<file path="config.mk">
export PLATFORM = sky130hd
export DESIGN_NAME = tdm_secure_arbiter
export DESIGN_NICKNAME = d
export VERILOG_FILES = /design/src/rtl/tdm_secure_arbiter.sv
export SDC_FILE = /design/constraint.sdc
export NUM_CORES = 1
export LEC_CHECK = 0
export ABC_AREA = 1
export BUFFER_PORTS_ARGS = -buffer_cell sky130_fd_sc_hd__buf_4
export CORE_AREA = 2 2 58 60
export CTS_BUF_LIST = sky130_fd_sc_hd__clkbuf_2
export DETAILED_ROUTE_END_ITERATION = 8
export DIE_AREA = 0 0 60 62
export GPL_TIMING_DRIVEN = 0
export PLACE_DENSITY = 0.66
export SLEW_MARGIN = 20
export SYNTH_ARGS = -nofsm -noshare
export SYNTH_HDL_FRONTEND = slang
export SYNTH_SLANG_ARGS = --single-unit
</file>
<file path="constraint.sdc">
create_clock -name clock -period 1.3 [get_ports clock]
set_input_delay 0.13 -clock clock [delete_from_list [all_inputs] [get_ports clock]]
set_output_delay 0.13 -clock clock [all_outputs]
set_load 0.01 [all_outputs]
</file>
<file path="src/rtl/tdm_secure_arbiter.sv">
// Two-domain time-division arbiter for one shared resource: a fixed low/high slot
// schedule, so the public domain's timing and data never depend on the secret domain.
module tdm_secure_arbiter #(
  parameter int unsigned DW   = 8,
  parameter int unsigned SLOT = 4
) (
  input  logic          clock,
  input  logic          reset,
  input  logic          lo_req,
  input  logic [DW-1:0] lo_data,
  output logic          lo_gnt,
  output logic          lo_rsp_valid,
  output logic [DW-1:0] lo_rsp_data,
  input  logic          hi_req,
  input  logic [DW-1:0] hi_data,
  output logic          hi_gnt,
  output logic          hi_rsp_valid,
  output logic [DW-1:0] hi_rsp_data,
  output logic          res_valid,
  output logic [DW-1:0] res_data,
  output logic          res_owner,
  input  logic [DW-1:0] res_result,
  output logic          res_flush
);

  localparam int unsigned PW = $clog2(SLOT);
  localparam logic [PW-1:0] LAST = PW'(SLOT - 1);

  typedef enum logic {DOM_LO = 1'b0, DOM_HI = 1'b1} dom_e;

  logic [PW-1:0] phase_q, phase_d;
  dom_e          owner_q, owner_d;
  logic          issued_q, issued_d;
  logic          lo_rsp_valid_q, lo_rsp_valid_d;
  logic          hi_rsp_valid_q, hi_rsp_valid_d;
  logic [DW-1:0] lo_rsp_data_q, lo_rsp_data_d;
  logic [DW-1:0] hi_rsp_data_q, hi_rsp_data_d;
  logic          own_req;
  logic [DW-1:0] own_data;
  logic          issue;

  always_ff @(posedge clock or posedge reset) begin
    if (reset) begin
      phase_q        <= '0;
      owner_q        <= DOM_LO;
      issued_q       <= 1'b0;
      lo_rsp_valid_q <= 1'b0;
      hi_rsp_valid_q <= 1'b0;
      lo_rsp_data_q  <= '0;
      hi_rsp_data_q  <= '0;
    end else begin
      phase_q        <= phase_d;
      owner_q        <= owner_d;
      issued_q       <= issued_d;
      lo_rsp_valid_q <= lo_rsp_valid_d;
      hi_rsp_valid_q <= hi_rsp_valid_d;
      lo_rsp_data_q  <= lo_rsp_data_d;
      hi_rsp_data_q  <= hi_rsp_data_d;
    end
  end

  always_comb begin
    phase_d        = phase_q + PW'(1);
    owner_d        = owner_q;
    issued_d       = issued_q;
    lo_rsp_valid_d = 1'b0;
    hi_rsp_valid_d = 1'b0;
    lo_rsp_data_d  = lo_rsp_data_q;
    hi_rsp_data_d  = hi_rsp_data_q;
    // Only the slot owner's inputs are ever selected; the other domain is invisible.
    own_req  = (owner_q == DOM_HI) ? hi_req  : lo_req;
    own_data = (owner_q == DOM_HI) ? hi_data : lo_data;
    issue    = !reset && (phase_q == '0) && own_req;

    if (issue) issued_d = 1'b1;

    if (phase_q == PW'(1) && issued_q) begin
      if (owner_q == DOM_HI) begin
        hi_rsp_valid_d = 1'b1;
        hi_rsp_data_d  = res_result;
      end else begin
        lo_rsp_valid_d = 1'b1;
        lo_rsp_data_d  = res_result;
      end
    end

    if (phase_q == LAST) begin
      phase_d  = '0;
      owner_d  = (owner_q == DOM_HI) ? DOM_LO : DOM_HI;
      issued_d = 1'b0;
    end
  end

  assign lo_gnt       = issue && (owner_q == DOM_LO);
  assign hi_gnt       = issue && (owner_q == DOM_HI);
  assign res_valid    = issue;
  assign res_data     = issue ? own_data : '0;
  assign res_owner    = owner_q;
  assign res_flush    = !reset && (phase_q == LAST);
  assign lo_rsp_valid = lo_rsp_valid_q;
  assign hi_rsp_valid = hi_rsp_valid_q;
  assign lo_rsp_data  = lo_rsp_data_q;
  assign hi_rsp_data  = hi_rsp_data_q;

endmodule

</file>
==> impl_metrics.py <==
metrics = {
    "run_status": {
        "run_status": "finished, violations left",
        "violations": "setup timing",
    },
    "drt": {
        "drt_iter0_drc": 35,
        "routed_via_density": 4.38,
        "wl_um": 2800,
        "drt-wirelength-per-cell_um": 11.9,
        "drc": 0,
        "detail-route-antenna-nets": 0,
        "drt_pre_antenna_iters": 4,
        "vias": 1029,
    },
    "timing": {
        "max_freq_mhz": 595,
        "finalCriticalPeriod_ns": 1.68,
        "worst_slack_ns": -0.380,
        "setup_viol": 12,
        "final-max-slew-violation-count": 0,
        "hold_viol": 0,
        "fin_skew_ns": 0.00570,
        "finalCritPeriodShare_pct": 129,
        "rsz0062_at_grt": "true",
        "whs_ns": 0.0443,
        "slew_headroom_pct": 46.4,
        "tightest_slew_ns": 0.804,
    },
    "floorplan": {
        "die_h_um": 62,
        "die_area_um2": 3720,
        "rows": 21,
        "coreArea_um2": 3180,
        "die_w_um": 60,
        "io_pins": 59,
        "start_util_pct": 32.7,
    },
    "finish": {
        "multiInputGateArea_um2": 463,
        "final_util_pct": 55.1,
        "drive_above_1_share_pct": 55.6,
        "stdcell_count": 235,
        "antenna_cells": 0,
        "seqCellArea_um2": 552,
        "area_growth_pct": 68.5,
        "stdcell_area_um2": 1750,
        "nFillCells": 310,
        "nNetsFinal": 222,
    },
    "global_routing": {
        "grt_overflow": 0,
        "grt_usage_pct": 13.4,
        "use_met1_pct": 14.8,
        "grt_max_degree": 23,
        "antenna_found_initial": 0,
        "top_usage_layer": "met2",
        "grt_pass1_wl_um": 3720,
        "grt_use_met2_pct": 24.7,
        "grt_pass1_vias": 900,
        "met3_usage_pct": 2.48,
    },
    "placement": {
        "place_congestion": 0.630,
        "placed_area_um2": 1530,
        "hpwl_um": 1900,
        "portBuffers": 58,
        "dp.cells": 221,
    },
    "logic_synthesis": {
        "seq_area_frac_synth_pct": 52.9,
        "syn_area_um2": 1040,
        "synth_seq_cells": 22,
        "ys_types": 15,
        "yosys.area.top_type": "dfrtp_1",
        "yosysMostFrequentCell": "nand2_1",
        "synthArstFlopShare_pct": 100,
        "synth_edf_count": 0,
        "netlist_instances": 117,
        "synthFlopType": "dfrtp_1",
        "yosysTopAreaCellShare_pct": 52.9,
        "postSynthAreaPerCell_um2": 8.89,
        "synth_warnings": 0,
        "synth.area.top_cells": "dfrtp_1 (53%), nand2_1 (13%), o21ai_1 (7.7%)",
        "netlist_top_cells_count": "nand2_1 (36), dfrtp_1 (22), o21ai_1 (16)",
        "synth_fp_nets": 148,
    },
    "worst_setup_path": {
        "cp_max_fo": 10,
        "end_kind": "primary output",
        "crit_slowest_cell": "dfrtp_1",
        "path_cells": "inv_2 -> ha_4 -> inv_2 -> nor2_2 -> nand2_2 -> buf_8 -> a21oi_2 -> buf_4",
        "worstSetupPathType": "flip-flop to primary output",
        "path_buf_inv": 4,
        "crit_family": "flip-flops",
        "crit_required_ns": 1.17,
        "cp_common_cell": "inv_2",
        "worst_ep_arrival_time_ns": 1.55,
        "cp_slowest_stage_delay_ns": 0.44,
        "cp-start-kind": "flip-flop",
    },
    "job": {
        "drv_cap": 0,
    },
    "clock_tree": {
        "cts_tree": "done",
        "clkTransAtPathRegs_ns": 0.19,
        "clk_latency_ns": 0.32,
        "cts_max_level": 1,
        "cts.sinks": 22,
        "cts_buffers": 3,
        "cts_max_path_buffers": 2,
        "root_buffer": "clkbuf_2",
    },
    "min_path": {
        "hold_class": "primary input to flip-flop",
    },
    "power_and_ir_drop": {
        "vdd_drop_max_mv": 0.530,
        "power_per_cell_area_nw_per_um2": 770,
        "p_leak_uw": 0.000932,
    },
}
[where the power goes]
part / total (µW) / switching, µW / internal (µW)
registers: 790 / 42.4 / 747
clock network: 256 / 194 / 62.9
logic: 303 / 135 / 169
[placed cells by master (no fill, tap or decap), types with 2 or more instances in the layout]
master and count:
buf_4 63, nand2_1 35, dfrtp_1 21, inv_1 11, o21ai_1 11, a21oi_2 8, inv_2 6, o21ai_2 5
buf_6 4, nor2_1 3, clkbuf_2 3, inv_4 2, nand3_4 2, buf_8 2, nand2_2 2, ha_4 2
[registers in the layout, summed over array words and instances, names as in the netlist]
register	cells
hi_rsp_valid	1
res_owner	1
phase_q	2
issued_q	1
lo_rsp_data	8
lo_rsp_valid	1
hi_rsp_data	8
[worst register-to-register path: stages (launching register included)]
cell	delay (ns)
dfrtp_1	0.43
inv_2	0.08
buf_4	0.11
ha_4	0.16
nand3_4	0.13
clkbuf_16	0.20
o21ai_1	0.12
[metal layers]
layer / up-vias / share of wire [%]
li1: 508 / -
met1: 460 / 39
met2: 55 / 50
met3: 6 / 9.1
met4: 0 / 1.8
met5: - / 0
[through the flow]
stage          total power [µW]  worst slack (ns)  setup TNS [ns]
2_1_floorplan               909            0.0665               0
3_3_place_gp               1080           -0.0652          -0.540
3_5_place_dp               1090           -0.0880          -0.913
4_1_cts                    1340            -0.384           -4.14
5_1_grt                    1410            -0.465           -5.67
6_report                   1350            -0.380           -3.99
[final timing paths]
| check | startpoint | to | slack [ns] | depth (start not counted) |
|---|---|---|---|---|
| setup / recovery | phase_q[0] | res_data[1] | -0.38 | 8 |
| hold / removal | res_result[1] | hi_rsp_data[1] | 0.04 | 3 |
| setup reg to reg | phase_q[1] | hi_rsp_data[2] | 0.01 | 6 |
| hold reg to reg | hi_rsp_data[6] | hi_rsp_data[6] | 0.52 | 2 |
| max in group asynchronous | reset | res_owner | 0.25 | 3 |
| min in group asynchronous | reset | lo_rsp_data[4] | 0.51 | 3 |
[logic make-up after synthesis]
| logic type | Yosys count | synth area share, % |
|---|---|---|
| buf+inv | 23 | 9.63 |
| compound gates | 25 | 15.3 |
| xor+xnor | 1 | 0.843 |
| simple gates | 43 | 17.7 |
| flops | 22 | 52.9 |
| fa+ha+maj | 3 | 3.61 |
[what timing repair did]
action / in CTS / in global routing
resized for setup: 20 / 8
pin swaps: 2 / 2
buffers inserted: 6 / 3
gates cloned: 0 / 2
hold buffers: 1 / 0
endpoints found under the setup margin: 21 / 27
endpoints found under the hold margin: 22 / 0
[cell type report]
class / instances / share of cell area (%)
Timing Repair Buffer: 69 / 31.6
Sequential cell: 22 / 31.5
Multi-Input combinational cell: 73 / 26.4
Inverter: 19 / 4.36
Tap cell: 46 / 3.29
Buffer: 3 / 2.00
Clock buffer: 3 / 0.857
Note: power is estimated with default switching activity, not from simulation.
